File: src/rtl/pipe_scoreboard.sv
// Hazard/forwarding controller beside decode: a shift-register scoreboard of in-flight
// register writes (EX..WB) drives the stall and per-operand forward selects.
module pipe_scoreboard #(
  parameter int unsigned REG_W     = 3,
  parameter int unsigned DEPTH     = 3,
  parameter bit          FWD_EN    = 1'b1,
  parameter bit          RF_BYPASS = 1'b1,
  parameter int unsigned CNT_W     = 16,
  parameter int unsigned FSEL_W    = $clog2(DEPTH + 1)
) (
  input  logic              clk,
  input  logic              rst,
  input  logic              id_valid,
  input  logic [REG_W-1:0]  id_rs,
  input  logic [REG_W-1:0]  id_rt,
  input  logic              id_rd_rs,
  input  logic              id_rd_rt,
  input  logic              id_regwrite,
  input  logic [REG_W-1:0]  id_wreg,
  input  logic              id_is_load,
  input  logic              flush,
  output logic              stall,
  output logic [FSEL_W-1:0] fwd_a,
  output logic [FSEL_W-1:0] fwd_b,
  output logic              sb_busy,
  output logic [CNT_W-1:0]  stall_cnt
);

  logic [DEPTH-1:0]            v_q;
  logic [DEPTH-1:0][REG_W-1:0] wreg_q;
  logic [DEPTH-1:0]            ld_q;
  logic [CNT_W-1:0]            cnt_q, cnt_d;

  logic [FSEL_W:0] res_a, res_b;
  logic            haz_a, haz_b, issue;

  // Returns {hazard, fwd}. Scanning from WB down to EX leaves the youngest producer selected.
  function automatic logic [FSEL_W:0] resolve(
    input logic [REG_W-1:0]            src,
    input logic                        rd_en,
    input logic [DEPTH-1:0]            v,
    input logic [DEPTH-1:0][REG_W-1:0] wreg,
    input logic [DEPTH-1:0]            ld
  );
    logic              hit;
    logic              ld_hit;
    logic              haz;
    logic [FSEL_W-1:0] sel;
    hit    = 1'b0;
    ld_hit = 1'b0;
    haz    = 1'b0;
    sel    = '0;
    for (int i = int'(DEPTH) - 1; i >= 0; i--) begin
      if (rd_en && v[i] && (wreg[i] == src)) begin
        hit    = 1'b1;
        ld_hit = ld[i];
        sel    = FSEL_W'(i + 1);
      end
    end
    if (FWD_EN) begin
      // Only a load still in EX cannot be forwarded yet.
      haz = hit && ld_hit && (sel == FSEL_W'(1));
    end else begin
      haz = hit && ((sel != FSEL_W'(DEPTH)) || !RF_BYPASS);
      sel = '0;
    end
    return {haz, sel};
  endfunction

  always_comb begin
    res_a   = resolve(id_rs, id_rd_rs, v_q, wreg_q, ld_q);
    res_b   = resolve(id_rt, id_rd_rt, v_q, wreg_q, ld_q);
    haz_a   = res_a[FSEL_W];
    haz_b   = res_b[FSEL_W];
    fwd_a   = res_a[FSEL_W-1:0];
    fwd_b   = res_b[FSEL_W-1:0];
    stall   = id_valid && !flush && (haz_a || haz_b);
    issue   = id_valid && !stall && !flush;
    sb_busy = |v_q;
  end

  always_comb begin
    cnt_d = cnt_q;
    if (stall && (cnt_q != {CNT_W{1'b1}})) begin
      cnt_d = cnt_q + CNT_W'(1);
    end
  end

  assign stall_cnt = cnt_q;

  always_ff @(posedge clk) begin
    if (rst) begin
      v_q    <= '0;
      wreg_q <= '0;
      ld_q   <= '0;
      cnt_q  <= '0;
    end else begin
      v_q    <= {v_q[DEPTH-2:0], issue && id_regwrite};
      wreg_q <= {wreg_q[DEPTH-2:0], id_wreg};
      ld_q   <= {ld_q[DEPTH-2:0], id_is_load};
      cnt_q  <= cnt_d;
    end
  end

endmodule

File: config.mk
export PLATFORM = sky130hd
export DESIGN_NAME = pipe_scoreboard
export DESIGN_NICKNAME = d
export VERILOG_FILES = /design/src/rtl/pipe_scoreboard.sv
export SDC_FILE = /design/constraint.sdc
export NUM_CORES = 1
export LEC_CHECK = 0
export ABC_AREA = 1
export CAP_MARGIN = 10
export CORE_UTILIZATION = 54
export DETAILED_ROUTE_END_ITERATION = 6
export PLACE_DENSITY = 0.91
export REMOVE_ABC_BUFFERS = 1
export SKIP_LAST_GASP = 1
export SLEW_MARGIN = 40
export SYNTH_ARGS = -nofsm -noshare
export SYNTH_HDL_FRONTEND = slang
export SYNTH_SLANG_ARGS = --single-unit
export TNS_END_PERCENT = 20
File: constraint.sdc
create_clock -name clk -period 2.75 [get_ports clk]
set_input_delay 0.55 -clock clk [delete_from_list [all_inputs] [get_ports clk]]
set_output_delay 0.55 -clock clk [all_outputs]
set_load 0.05 [all_outputs]
==> impl_metrics.env, run 1 <==
export IMPL_outcome="completed"
export IMPL_synth_compound_area_frac=0.06263
export IMPL_rr_endpoint="stall_cnt[9]"
export IMPL_die_y_um=59.70
export IMPL_start_kind="input pin"
export IMPL_yosysMostFrequentCell="nand2_1"
export IMPL_r2r_start="stall_cnt[1]"
export IMPL_crit_type="in -> out"
export IMPL_setup_viol=0
export IMPL_grt_pass1_wl_um=7141
export IMPL_place_congestion=1.005
export IMPL_core_area_um2=3103
export IMPL_worst_endpoint_required_ns=2.20
export IMPL_place_hpwl_um=3151
export IMPL_cellPowerDensity_nw_per_um2=381.7
export IMPL_maxCapViolCount=0
export IMPL_slew_violations=0
export IMPL_period_share=0.9603
export IMPL_holdPathStages=2
export IMPL_drcViolationCount=0
export IMPL_holdPathEnd="v_q[1]"
export IMPL_grt_busiest_layer="met2"
export IMPL_num_rows=20
export IMPL_io_pins=39
export IMPL_use_met1=0.2844
export IMPL_yosys_area_share_adder=0.006959
export IMPL_synth_top_family_by_area="simple AND/OR/NAND/NOR gates"
export IMPL_grt_usage=0.2693
export IMPL_fmax_ghz=0.3787
export IMPL_hp_start="v_q[0]"
export IMPL_relSlewSlack=0.6571
export IMPL_synthTopCellsByCount="76 x nand2_1, 52 x nor2_1, 43 x inv_1, 29 x dfxtp_1, 17 x nand4_1"
export IMPL_max_clock_path_buffers=2
export IMPL_synth_simple_area_share=0.4475
export IMPL_drive_above_1_share=0.1128
export IMPL_initial_core_util=0.5794
export IMPL_area_growth_pct=30.62
export IMPL_synth_cell_types=30
export IMPL_async_flop_share=0
export IMPL_ys_flop_type="dfxtp_1"
export IMPL_synth_seq_cells=29
export IMPL_port_buffers=38
export IMPL_period_minus_slack_ns=2.641
export IMPL_grt_max_degree=20
export IMPL_drt_total_wl_um=4366
export IMPL_num_nets_final=345
export IMPL_grt_pass1_vias=1728
export IMPL_cp_end_kind="primary output"
export IMPL_arrival_ns=2.09
export IMPL_leakagePower_nw=1.047
export IMPL_cp_max_fo=5
export IMPL_finalHoldViolations=0
export IMPL_layout_setup_ws_ns=0.1091
export IMPL_clock_latency_ns=0.34
export IMPL_dr_pass1_iters=4
export IMPL_diodes=0
export IMPL_cts_htree_levels=2
export IMPL_syn_area_um2=1798
export IMPL_cts_root_buf="clkbuf_4"
export IMPL_ff2ff_path_depth=7
export IMPL_antenna_left=0
export IMPL_grtUsageMet2=0.5095
export IMPL_synth_xor_area_frac=0.03410
export IMPL_tightest_slew_ns=0.5127
export IMPL_cts_hold_buf=0
export IMPL_yosysSeqAreaShare=0.3229
export IMPL_yosysWarnings=0
export IMPL_antenna_found_initial=0
export IMPL_use_met3=0.05195
export IMPL_synth_area_mux_share=0
export IMPL_clk_pin_slew_worst_paths_ns=0.10
export IMPL_rsz0062_at_grt="no"
export IMPL_synth_area_top_cells="dfxtp_1 32%, nand2_1 16%, nor2_1 11%"
export IMPL_place_ws_ns=0.05615
export IMPL_dieArea_um2=3564
export IMPL_drtIter0Drc=129
export IMPL_tns_ns=0
export IMPL_synth_top_area_frac=0.3229
export IMPL_ir_drop_mv=0.2212
export IMPL_hold_class="reg -> reg"
export IMPL_grt_overflow=0
export IMPL_fin_skew_ns=0.01925
export IMPL_synth_avg_cell_area_um2=6.287
export IMPL_synth_edf_count=0
export IMPL_r2r_setup_slack_ns=1.01
export IMPL_via_count=1891
export IMPL_syn_inst=286
export IMPL_vias_per_cell=5.083
export IMPL_cts_tree="done"
export IMPL_clock_sinks=29
export IMPL_synth_area_leader_cell="dfxtp_1"
export IMPL_chipWidth_um=59.70
export IMPL_finalPower_uw=896.4
export IMPL_cts_buffers=5
export IMPL_fin_hold_ws_ns=0.4677
export IMPL_avgRoutedWirePerCell_um=11.74
logic make-up after synthesis:
kind of cell	after synthesis
adder cells (fa/ha/maj)	1
flip-flops	29
AO/OA/AOI/OAI	19
AND/OR/NAND/NOR	175
XOR/XNOR	7
buffers and inverters	55
through the flow:
stage,instance area (um2),instances,utilization
5_1_grt,2349,372,0.7569
6_report,2349,372,0.7569
2_1_floorplan,1752,279,-
3_5_place_dp,2260,364,0.7282
4_1_cts,2349,372,0.7569
3_3_place_gp,2260,364,0.7282
area by class of cell:
cell class | instances | area [um2]
Clock buffer | 6 | 51.30
Clock inverter | 2 | 37.54
Fill cell | 260 | 754.5
Inverter | 48 | 180.2
Multi-Input combinational cell | 202 | 991.0
Sequential cell | 29 | 580.6
Tap cell | 44 | 55.05
Timing Repair Buffer | 41 | 452.9
worst max path at each step:
stage / startpoint / to / slack (ns) / cells after the start
after detailed placement: id_rs[2] / fwd_a[0] / 0.06 / 6
after floorplan: id_rs[2] / fwd_a[1] / 0.13 / 4
final: id_rs[2] / fwd_a[1] / 0.11 / 6
after global routing: id_rs[2] / fwd_a[1] / 0.009 / 6
after CTS: id_rs[2] / fwd_a[0] / 0.05 / 6
after global placement: id_rs[2] / fwd_a[1] / 0.20 / 6
layer usage:
metal	vias up	wire, um
met2	81	2216
met4	0	76
met5	-	0
met1	833	1756
li1	968	-
met3	9	316
flip-flops by register name (all words and copies together) (netlist names):
signal,cells
stall_cnt,16
v_q,3
ld_q,1
wreg_q,9
what timing repair did:
item,CTS,global route
endpoints found under the setup margin,0,1
endpoints found under the hold margin,0,0
resized for setup,0,1
setup buffers,0,0
power by group:
| part | switching [mW] | internal [mW] |
|---|---|---|
| clock | 0.162 | 0.216 |
| sequential | 0.00638 | 0.427 |
| combinational | 0.0469 | 0.0385 |
| total | 0.215 | 0.681 |
cells in the final DEF (no fill, tap or decap), drive strengths merged, types with 2 or more instances in the layout:
master / count
nor2: 62
clkbuf: 6
nand3: 13
o21ai: 2
nand2: 79
nand4: 18
o22ai: 4
dfxtp: 29
a21boi: 2
a21oi: 8
xor2: 6
inv: 48
nor3: 2
buf: 8
clkdlybuf4s50: 33
critical path: stages:
cell and delay, ns:
clkdlybuf4s50_1 0.51, xor2_1 0.21, nor3_1 0.14, o2111ai_1 0.16, a21boi_0 0.33, buf_12 0.18
No activity file was read; power rests on OpenSTA's default activity.
==> run 2, diff against run 1 <==
- HOLD_SLACK_MARGIN: not set -> 0.1
==> results of run 2 <==
No change in the layout: final DEF, timing and power equal those of run 1.
==> run 3, diff against run 2 <==
- CAP_MARGIN: 10 -> not set
- HOLD_SLACK_MARGIN: 0.1 -> not set
==> results of run 3 <==
No change in the layout: final DEF, timing and power equal those of run 1.
